[src/rtl/mem_port_arbiter_if.sv]
// Bundles the IFU, LSU and memory handshakes of the shared data-memory port.
// slave: the arbiter's view; master: the requesters' and memory's view.
interface mem_port_arbiter_if;
    logic        ifu_req_valid;
    logic        ifu_req_ready;
    logic [31:0] ifu_req_addr;
    logic        ifu_rsp_valid;
    logic        ifu_rsp_ready;
    logic [31:0] ifu_rsp_data;
    logic        ifu_rsp_err;

    logic        lsu_req_valid;
    logic        lsu_req_ready;
    logic [31:0] lsu_req_addr;
    logic        lsu_req_wen;
    logic [31:0] lsu_req_wdata;
    logic [1:0]  lsu_req_size;
    logic        lsu_rsp_valid;
    logic        lsu_rsp_ready;
    logic [31:0] lsu_rsp_rdata;
    logic        lsu_rsp_err;

    logic        mem_req_valid;
    logic        mem_req_ready;
    logic [31:0] mem_req_addr;
    logic        mem_req_wen;
    logic [31:0] mem_req_wdata;
    logic [1:0]  mem_req_size;
    logic        mem_rsp_valid;
    logic        mem_rsp_ready;
    logic [31:0] mem_rsp_rdata;
    logic        mem_rsp_err;

    modport slave (
        input  ifu_req_valid, ifu_req_addr, ifu_rsp_ready,
        output ifu_req_ready, ifu_rsp_valid, ifu_rsp_data, ifu_rsp_err,
        input  lsu_req_valid, lsu_req_addr, lsu_req_wen, lsu_req_wdata, lsu_req_size, lsu_rsp_ready,
        output lsu_req_ready, lsu_rsp_valid, lsu_rsp_rdata, lsu_rsp_err,
        output mem_req_valid, mem_req_addr, mem_req_wen, mem_req_wdata, mem_req_size, mem_rsp_ready,
        input  mem_req_ready, mem_rsp_valid, mem_rsp_rdata, mem_rsp_err
    );

    modport master (
        output ifu_req_valid, ifu_req_addr, ifu_rsp_ready,
        input  ifu_req_ready, ifu_rsp_valid, ifu_rsp_data, ifu_rsp_err,
        output lsu_req_valid, lsu_req_addr, lsu_req_wen, lsu_req_wdata, lsu_req_size, lsu_rsp_ready,
        input  lsu_req_ready, lsu_rsp_valid, lsu_rsp_rdata, lsu_rsp_err,
        input  mem_req_valid, mem_req_addr, mem_req_wen, mem_req_wdata, mem_req_size, mem_rsp_ready,
        output mem_req_ready, mem_rsp_valid, mem_rsp_rdata, mem_rsp_err
    );
endinterface

[src/rtl/mem_port_arbiter.sv]
// Shares one data-memory port between the IFU and LSU: one transaction in flight,
// alignment checking at capture, response routing and a WAIT-state timeout.
module mem_port_arbiter #(
    parameter int LSU_PRIORITY   = 1,
    parameter int TIMEOUT_CYCLES = 255
) (
    input  logic              clk,
    input  logic              rst,
    mem_port_arbiter_if.slave bus,
    output logic              owner,
    output logic              busy
);
    typedef enum logic [1:0] {IDLE, REQ, WAIT, RESP} state_t;

    localparam logic [16:0] TIMEOUT_LIMIT = 17'(TIMEOUT_CYCLES);

    state_t      state_q, state_d;
    logic        owner_q, owner_d;
    logic        last_grant_q, last_grant_d;
    logic [31:0] addr_q, addr_d;
    logic [31:0] wdata_q, wdata_d;
    logic [31:0] rdata_q, rdata_d;
    logic        wen_q, wen_d;
    logic        err_q, err_d;
    logic [1:0]  size_q, size_d;
    logic [15:0] cnt_q, cnt_d;
    logic        mem_req_valid_q, mem_req_valid_d;
    logic        mem_rsp_ready_q, mem_rsp_ready_d;
    logic        ifu_rsp_valid_q, ifu_rsp_valid_d;
    logic        lsu_rsp_valid_q, lsu_rsp_valid_d;

    logic        pick_lsu, ifu_gnt, lsu_gnt, illegal, timeout_hit, owner_rsp_ready;
    logic [31:0] cap_addr;
    logic [1:0]  cap_size;
    logic [16:0] cnt_inc;

    // A tie goes to the LSU under fixed priority, else to whoever was not granted last.
    assign pick_lsu = bus.lsu_req_valid &&
                      (!bus.ifu_req_valid || (LSU_PRIORITY != 0) || !last_grant_q);
    assign lsu_gnt  = (state_q == IDLE) && !rst && pick_lsu;
    assign ifu_gnt  = (state_q == IDLE) && !rst && bus.ifu_req_valid && !pick_lsu;

    assign cap_addr = lsu_gnt ? bus.lsu_req_addr : bus.ifu_req_addr;
    assign cap_size = lsu_gnt ? bus.lsu_req_size : 2'd2;
    assign illegal  = (cap_size == 2'd3) ||
                      ((cap_size == 2'd1) && cap_addr[0]) ||
                      ((cap_size == 2'd2) && (cap_addr[1:0] != 2'b00));

    assign cnt_inc         = {1'b0, cnt_q} + 17'd1;
    assign timeout_hit     = (cnt_inc >= TIMEOUT_LIMIT);
    assign owner_rsp_ready = owner_q ? bus.lsu_rsp_ready : bus.ifu_rsp_ready;

    always_comb begin
        state_d         = state_q;
        owner_d         = owner_q;
        last_grant_d    = last_grant_q;
        addr_d          = addr_q;
        wdata_d         = wdata_q;
        rdata_d         = rdata_q;
        wen_d           = wen_q;
        err_d           = err_q;
        size_d          = size_q;
        cnt_d           = cnt_q;
        mem_req_valid_d = mem_req_valid_q;
        mem_rsp_ready_d = mem_rsp_ready_q;
        ifu_rsp_valid_d = ifu_rsp_valid_q;
        lsu_rsp_valid_d = lsu_rsp_valid_q;
        case (state_q)
            IDLE: begin
                if (ifu_gnt || lsu_gnt) begin
                    owner_d         = lsu_gnt;
                    last_grant_d    = lsu_gnt;
                    addr_d          = cap_addr;
                    wen_d           = lsu_gnt && bus.lsu_req_wen;
                    wdata_d         = lsu_gnt ? bus.lsu_req_wdata : 32'd0;
                    size_d          = cap_size;
                    cnt_d           = '0;
                    mem_rsp_ready_d = 1'b0;
                    // Illegal accesses answer straight away and never reach memory.
                    if (illegal) begin
                        state_d         = RESP;
                        err_d           = 1'b1;
                        rdata_d         = 32'd0;
                        ifu_rsp_valid_d = ifu_gnt;
                        lsu_rsp_valid_d = lsu_gnt;
                    end else begin
                        state_d         = REQ;
                        mem_req_valid_d = 1'b1;
                    end
                end
            end
            REQ: begin
                if (bus.mem_req_ready) begin
                    state_d         = WAIT;
                    mem_req_valid_d = 1'b0;
                    mem_rsp_ready_d = 1'b1;
                    cnt_d           = '0;
                end
            end
            WAIT: begin
                cnt_d = cnt_inc[15:0];
                if (bus.mem_rsp_valid || timeout_hit) begin
                    state_d         = RESP;
                    mem_rsp_ready_d = 1'b0;
                    ifu_rsp_valid_d = !owner_q;
                    lsu_rsp_valid_d = owner_q;
                    if (bus.mem_rsp_valid) begin
                        rdata_d = wen_q ? 32'd0 : bus.mem_rsp_rdata;
                        err_d   = bus.mem_rsp_err;
                    end else begin
                        rdata_d = 32'd0;
                        err_d   = 1'b1;
                    end
                end
            end
            RESP: begin
                if (owner_rsp_ready) begin
                    state_d         = IDLE;
                    ifu_rsp_valid_d = 1'b0;
                    lsu_rsp_valid_d = 1'b0;
                    mem_rsp_ready_d = 1'b1;
                end
            end
            default: state_d = IDLE;
        endcase
    end

    always_ff @(posedge clk) begin
        if (rst) begin
            state_q         <= IDLE;
            owner_q         <= 1'b0;
            last_grant_q    <= 1'b1;
            addr_q          <= '0;
            wdata_q         <= '0;
            rdata_q         <= '0;
            wen_q           <= 1'b0;
            err_q           <= 1'b0;
            size_q          <= '0;
            cnt_q           <= '0;
            mem_req_valid_q <= 1'b0;
            mem_rsp_ready_q <= 1'b1;
            ifu_rsp_valid_q <= 1'b0;
            lsu_rsp_valid_q <= 1'b0;
        end else begin
            state_q         <= state_d;
            owner_q         <= owner_d;
            last_grant_q    <= last_grant_d;
            addr_q          <= addr_d;
            wdata_q         <= wdata_d;
            rdata_q         <= rdata_d;
            wen_q           <= wen_d;
            err_q           <= err_d;
            size_q          <= size_d;
            cnt_q           <= cnt_d;
            mem_req_valid_q <= mem_req_valid_d;
            mem_rsp_ready_q <= mem_rsp_ready_d;
            ifu_rsp_valid_q <= ifu_rsp_valid_d;
            lsu_rsp_valid_q <= lsu_rsp_valid_d;
        end
    end

    assign bus.ifu_req_ready = ifu_gnt;
    assign bus.lsu_req_ready = lsu_gnt;
    assign bus.ifu_rsp_valid = ifu_rsp_valid_q;
    assign bus.ifu_rsp_data  = rdata_q;
    assign bus.ifu_rsp_err   = err_q;
    assign bus.lsu_rsp_valid = lsu_rsp_valid_q;
    assign bus.lsu_rsp_rdata = rdata_q;
    assign bus.lsu_rsp_err   = err_q;
    assign bus.mem_req_valid = mem_req_valid_q;
    assign bus.mem_req_addr  = addr_q;
    assign bus.mem_req_wen   = wen_q;
    assign bus.mem_req_wdata = wdata_q;
    assign bus.mem_req_size  = size_q;
    assign bus.mem_rsp_ready = mem_rsp_ready_q;
    assign owner             = owner_q;
    assign busy              = (state_q != IDLE);
endmodule

[src/flat_wrapper.sv]
// flat-port wrapper written by rule: the top's interface ports become plain ports
module mem_port_arbiter_flat 
#(
    parameter int LSU_PRIORITY   = 1,
    parameter int TIMEOUT_CYCLES = 255
)
  (clk, rst, owner, busy, bus_ifu_req_valid, bus_ifu_req_addr, bus_ifu_rsp_ready, bus_ifu_req_ready, bus_ifu_rsp_valid, bus_ifu_rsp_data, bus_ifu_rsp_err, bus_lsu_req_valid, bus_lsu_req_addr, bus_lsu_req_wen, bus_lsu_req_wdata, bus_lsu_req_size, bus_lsu_rsp_ready, bus_lsu_req_ready, bus_lsu_rsp_valid, bus_lsu_rsp_rdata, bus_lsu_rsp_err, bus_mem_req_valid, bus_mem_req_addr, bus_mem_req_wen, bus_mem_req_wdata, bus_mem_req_size, bus_mem_rsp_ready, bus_mem_req_ready, bus_mem_rsp_valid, bus_mem_rsp_rdata, bus_mem_rsp_err);
  mem_port_arbiter_if bus_i ();
  input  logic clk;
  input  logic rst;
  output logic owner;
  output logic busy;
  input wire logic [$bits(bus_i.ifu_req_valid)-1:0] bus_ifu_req_valid;
  input wire logic [$bits(bus_i.ifu_req_addr)-1:0] bus_ifu_req_addr;
  input wire logic [$bits(bus_i.ifu_rsp_ready)-1:0] bus_ifu_rsp_ready;
  output wire logic [$bits(bus_i.ifu_req_ready)-1:0] bus_ifu_req_ready;
  output wire logic [$bits(bus_i.ifu_rsp_valid)-1:0] bus_ifu_rsp_valid;
  output wire logic [$bits(bus_i.ifu_rsp_data)-1:0] bus_ifu_rsp_data;
  output wire logic [$bits(bus_i.ifu_rsp_err)-1:0] bus_ifu_rsp_err;
  input wire logic [$bits(bus_i.lsu_req_valid)-1:0] bus_lsu_req_valid;
  input wire logic [$bits(bus_i.lsu_req_addr)-1:0] bus_lsu_req_addr;
  input wire logic [$bits(bus_i.lsu_req_wen)-1:0] bus_lsu_req_wen;
  input wire logic [$bits(bus_i.lsu_req_wdata)-1:0] bus_lsu_req_wdata;
  input wire logic [$bits(bus_i.lsu_req_size)-1:0] bus_lsu_req_size;
  input wire logic [$bits(bus_i.lsu_rsp_ready)-1:0] bus_lsu_rsp_ready;
  output wire logic [$bits(bus_i.lsu_req_ready)-1:0] bus_lsu_req_ready;
  output wire logic [$bits(bus_i.lsu_rsp_valid)-1:0] bus_lsu_rsp_valid;
  output wire logic [$bits(bus_i.lsu_rsp_rdata)-1:0] bus_lsu_rsp_rdata;
  output wire logic [$bits(bus_i.lsu_rsp_err)-1:0] bus_lsu_rsp_err;
  output wire logic [$bits(bus_i.mem_req_valid)-1:0] bus_mem_req_valid;
  output wire logic [$bits(bus_i.mem_req_addr)-1:0] bus_mem_req_addr;
  output wire logic [$bits(bus_i.mem_req_wen)-1:0] bus_mem_req_wen;
  output wire logic [$bits(bus_i.mem_req_wdata)-1:0] bus_mem_req_wdata;
  output wire logic [$bits(bus_i.mem_req_size)-1:0] bus_mem_req_size;
  output wire logic [$bits(bus_i.mem_rsp_ready)-1:0] bus_mem_rsp_ready;
  input wire logic [$bits(bus_i.mem_req_ready)-1:0] bus_mem_req_ready;
  input wire logic [$bits(bus_i.mem_rsp_valid)-1:0] bus_mem_rsp_valid;
  input wire logic [$bits(bus_i.mem_rsp_rdata)-1:0] bus_mem_rsp_rdata;
  input wire logic [$bits(bus_i.mem_rsp_err)-1:0] bus_mem_rsp_err;
  assign bus_i.ifu_req_valid = bus_ifu_req_valid;
  assign bus_i.ifu_req_addr = bus_ifu_req_addr;
  assign bus_i.ifu_rsp_ready = bus_ifu_rsp_ready;
  assign bus_ifu_req_ready = bus_i.ifu_req_ready;
  assign bus_ifu_rsp_valid = bus_i.ifu_rsp_valid;
  assign bus_ifu_rsp_data = bus_i.ifu_rsp_data;
  assign bus_ifu_rsp_err = bus_i.ifu_rsp_err;
  assign bus_i.lsu_req_valid = bus_lsu_req_valid;
  assign bus_i.lsu_req_addr = bus_lsu_req_addr;
  assign bus_i.lsu_req_wen = bus_lsu_req_wen;
  assign bus_i.lsu_req_wdata = bus_lsu_req_wdata;
  assign bus_i.lsu_req_size = bus_lsu_req_size;
  assign bus_i.lsu_rsp_ready = bus_lsu_rsp_ready;
  assign bus_lsu_req_ready = bus_i.lsu_req_ready;
  assign bus_lsu_rsp_valid = bus_i.lsu_rsp_valid;
  assign bus_lsu_rsp_rdata = bus_i.lsu_rsp_rdata;
  assign bus_lsu_rsp_err = bus_i.lsu_rsp_err;
  assign bus_mem_req_valid = bus_i.mem_req_valid;
  assign bus_mem_req_addr = bus_i.mem_req_addr;
  assign bus_mem_req_wen = bus_i.mem_req_wen;
  assign bus_mem_req_wdata = bus_i.mem_req_wdata;
  assign bus_mem_req_size = bus_i.mem_req_size;
  assign bus_mem_rsp_ready = bus_i.mem_rsp_ready;
  assign bus_i.mem_req_ready = bus_mem_req_ready;
  assign bus_i.mem_rsp_valid = bus_mem_rsp_valid;
  assign bus_i.mem_rsp_rdata = bus_mem_rsp_rdata;
  assign bus_i.mem_rsp_err = bus_mem_rsp_err;
  mem_port_arbiter #(.LSU_PRIORITY(LSU_PRIORITY), .TIMEOUT_CYCLES(TIMEOUT_CYCLES)) u_core (.clk(clk), .rst(rst), .bus(bus_i), .owner(owner), .busy(busy));
endmodule
[config.mk]
export PLATFORM = sky130hd
export DESIGN_NAME = mem_port_arbiter_flat
export DESIGN_NICKNAME = d
export VERILOG_FILES = /design/src/rtl/mem_port_arbiter_if.sv /design/src/rtl/mem_port_arbiter.sv /design/src/flat_wrapper.sv
export SDC_FILE = /design/constraint.sdc
export NUM_CORES = 1
export LEC_CHECK = 0
export BUFFER_PORTS_ARGS = -buffer_cell sky130_fd_sc_hd__buf_4
export CAP_MARGIN = 20
export CORE_MARGIN = 4
export CORE_UTILIZATION = 50
export CTS_CLUSTER_SIZE = 25
export DETAILED_ROUTE_END_ITERATION = 12
export MAX_ROUTING_LAYER = met4
export PLACE_DENSITY_LB_ADDON = 0.25
export SYNTH_ARGS = -nofsm -noshare
export SYNTH_HDL_FRONTEND = slang
export SYNTH_SLANG_ARGS = --single-unit
[constraint.sdc]
create_clock -name clk -period 4.6 [get_ports clk]
set_input_delay 0.46 -clock clk [delete_from_list [all_inputs] [get_ports clk]]
set_output_delay 0.46 -clock clk [all_outputs]
set_load 0.02 [all_outputs]
==> results.md <==
- Status: completed
- Number of H-tree levels: 4
- Synth Flop Type: dfxtp_1
- Syn Area/Cell: 8.38 sq um
- Die Wd: 116 um
- Gpl congestion: 0.883
- Max Cap Viol: 0
- CP max stage cell: o31a_4
- Largest family of logic cells by synthesized area: simple AND/OR/NAND/NOR gates
- Initial antenna violation count: 0
- Total track usage: 0.260
- Setup TNS: 0 ps
- Nets: 1062
- Fmax: 0.320 GHz
- Root Driver: clkbuf_16
- Synth Area in Compound Gates: 0.213
- PD cells: 496 nW/um^2
- Clock transition at path regs: 60 ps
- Worst Setup Slack, final: 1470 ps
- Worst hold path type: input pin to flip-flop
- TritonCTS clock tree: yes
- Hold Startpoint: bus_mem_rsp_rdata[1]
- Worst EP required: 4870 ps
- Starting Density: 0.509
- Antenna cells: 0
- RSZ-0062 raised after global routing: no
- Die height: 116 um
- Worst EP arrival: 3400 ps
- Met2 usage: 0.442
- Synth Area in Adders: 0.0151
- Io pins: 281
- Startpoint types: flip-flop
- Post-CTS setup buffers: 0
- Worst Skew: 8.84 ps
- Slew HR: 0.312
- Setup Viol. Count Final: 0
- First-pass GRT wire length: 27100 um
- Overall routed net length: 18000 um
- Yosys cell types: 63
- Hold depth: 3
- Met3 Resource Use GR: 0.0883
- Global route hottest layer: met2
- Die ar.: 13400 sq um
- Share of cells above drive strength 1: 0.385
- Ys async rst share: 0
- Vias per cell: 5.54
- Layout area overhead: 43.1%
- Final HPWL DP: 13000 um
- Max Buffers Root-to-Sink: 2
- Max VDD drop: 335 uV
- Pre-CTS setup slack: 771 ps
- Largest net degree at the start of global routing: 111
- Launch point of the worst reg-to-reg path: u_core.state_q[0]
- Mux cell area share after synthesis: 0.00904
- Ys Warns: 0
- DR pass1 iterations: 7
- Simple-gate share of the synthesized area: 0.246
- Max-slew violation count: 0
- Synth Cell Area: 5820 sq um
- Routed wire length per instance: 16.8 um
- Syn Nets: 841
- CTS sink cnt: 123
- Vias post-DR: 5938
- Worst path cell trace: inv_1 -> ha_1 -> nor2b_4 -> nand2_4 -> inv_2 -> or3_1 -> and2_1 -> a22o_1 -> o31a_4 -> o21ai_0
- Leak: 3.70 nW
- R2r setup slk: 1470 ps
- Reg2Reg Depth: 10
- CORE AREA: 11400 sq um
- Inserted Clock Buffers: 17
- Site row count: 39
- Fin crit share: 0.680
- Kind of critical path: flip-flop to flip-flop
- Post-Synth XOR/XNOR Area: 0.00904
- Setup crit end kind: flip-flop
- Post-cts sizing count: 0
- Worst Path Max Fanout: 34
- RR Endpoint: u_core.bus.ifu_rsp_data[31]
- Sequential share of the synthesized area: 0.423
- Yosys reg bits: 123
- Syn Inst Count: 694
- Post-synth EDFFs: 0
- Largest stage delay, worst path: 510 ps
- Met1 Use GR: 0.292
- Clk Latency, worst-skew pair: 400 ps
- Worst slew pin tran: 1030 ps
- Post-DRT Antenna Nets: 0
- Hold_buf cts: 0
- GRT overflow: 0
- Number of global-route vias before repair: 5542
- Tmin final: 3130 ps
- Hold path endpoint: u_core.bus.ifu_rsp_data[1]
- Initial drt markers: 423
- IO Port Bufs: 280
- Final Hold Fails: 0
- DRC: 0
-- logic make-up after synthesis --
family / after synthesis
buffers and inverters: 91
muxes: 4
xor gates and xnor gates: 6
and+or+nand+nor: 297
DFF: 123
adders and majority gates: 7
AOI/OAI and AO/OA: 166
-- cell type report --
| class | count | area, sq um |
|---|---|---|
| clock buffers | 19 | 443 |
| clock inverters | 13 | 168 |
| fillers | 863 | 3100 |
| inverters | 6 | 22.5 |
| multi-input cells | 480 | 2870 |
| flip-flops and latches | 123 | 2460 |
| well taps | 143 | 179 |
| repair buffers | 287 | 2170 |
-- placed cells by master (no fill, tap or decap), types with 7 or more instances in the layout --
cell       count
a21o_1        10
a21oi_1       19
a22oi_1       36
a311oi_1      33
buf_4        286
clkbuf_16     17
dfxtp_1      123
ha_1           7
nand2_1       75
nand2b_1      32
nand3_1       41
nor2_1        94
nor3_1        16
o21ai_0       13
o21ai_1        9
o21ai_2       21
-- power by group --
| group | switching [mW] | total (mW) | internal, mW |
|---|---|---|---|
| logic | 0.882 | 1.46 | 0.577 |
| clock network | 0.496 | 1.37 | 0.871 |
| registers | 0.0918 | 1.30 | 1.21 |
-- worst max-delay path by stage --
stage / startpoint / endpoint / slack, ps / cells after the start
after CTS: u_core.state_q[0] / u_core.bus.ifu_rsp_data[31] / 740 / 10
after global placement: u_core.state_q[0] / u_core.bus.ifu_rsp_data[0] / 910 / 10
final: u_core.state_q[0] / u_core.bus.ifu_rsp_data[31] / 1470 / 10
after global routing: u_core.state_q[1] / u_core.bus.ifu_rsp_data[31] / 1170 / 10
after detailed placement: u_core.state_q[0] / u_core.bus.ifu_rsp_data[31] / 770 / 10
after floorplan: u_core.state_q[0] / u_core.bus.ifu_rsp_valid / 2210 / 7
-- layer usage --
layer  vias up  wire length, um
met1      2771             6820
met4         0              331
met3        27             1710
met2       274             9180
li1       2866                -
met5         -                0
-- registers in the layout, summed over array words and instances (netlist names) --
register                  flops
u_core.bus.mem_req_addr      32
u_core.bus.mem_req_size       2
u_core.owner                  1
u_core.bus.mem_req_valid      1
u_core.bus.ifu_rsp_err        1
u_core.state_q                2
u_core.bus.lsu_rsp_valid      1
u_core.bus.mem_req_wen        1
u_core.bus.ifu_rsp_valid      1
u_core.cnt_q                 16
u_core.bus.mem_rsp_ready      1
u_core.bus.mem_req_wdata     32
u_core.bus.ifu_rsp_data      32
-- cells in the mapped netlist, types with 2 or more instances --
master,number,share of area
xor2_1,3,0.0045
nor3_1,17,0.015
nand2b_1,32,0.034
or4_1,2,0.0026
o21a_1,5,0.0065
a22oi_1,36,0.046
dfxtp_1,123,0.42
and3_1,3,0.0032
inv_1,5,0.0032
buf_2,4,0.0034
and2_1,3,0.0032
o21ai_1,10,0.0086
buf_6,3,0.0058
nor2b_1,3,0.0032
and3_2,2,0.0026
a31oi_1,2,0.0022
or3b_1,2,0.0030
nor2_1,94,0.061
xnor2_1,3,0.0045
mux2i_1,3,0.0052
or2_2,2,0.0022
o21bai_1,2,0.0026
clkbuf_1,34,0.022
ha_1,7,0.015
o21ai_2,20,0.030
or3_1,6,0.0065
a21oi_1,19,0.016
buf_1,11,0.0071
a211oi_1,3,0.0039
nand4_1,3,0.0032
o21ai_0,13,0.011
nand2_1,75,0.048
a21o_1,10,0.013
a311oi_1,33,0.050
buf_4,33,0.043
nand3_1,41,0.035
-- worst max-delay path: cells and delay by family, from the launching register on --
| family | cells | cell delay (ps) |
|---|---|---|
| buf+inv | 2 | 500 |
| simple gates | 4 | 840 |
| fa+ha+maj | 1 | 300 |
| flops | 1 | 320 |
| compound gates | 3 | 1010 |
-- per-stage QoR --
step | instances | util | power, mW | area [sq um] | hold slack, ps
after floorplan | 694 | - | 2.27 | 5820 | 486
after global placement | 1038 | 0.673 | 2.70 | 7680 | 456
after detailed placement | 1038 | 0.673 | 2.74 | 7680 | 471
after CTS | 1070 | 0.726 | 4.11 | 8290 | 271
after global routing | 1071 | 0.729 | 4.33 | 8320 | 268
final | 1071 | 0.729 | 4.12 | 8320 | 283
Note: power is estimated with default switching activity, not from simulation.
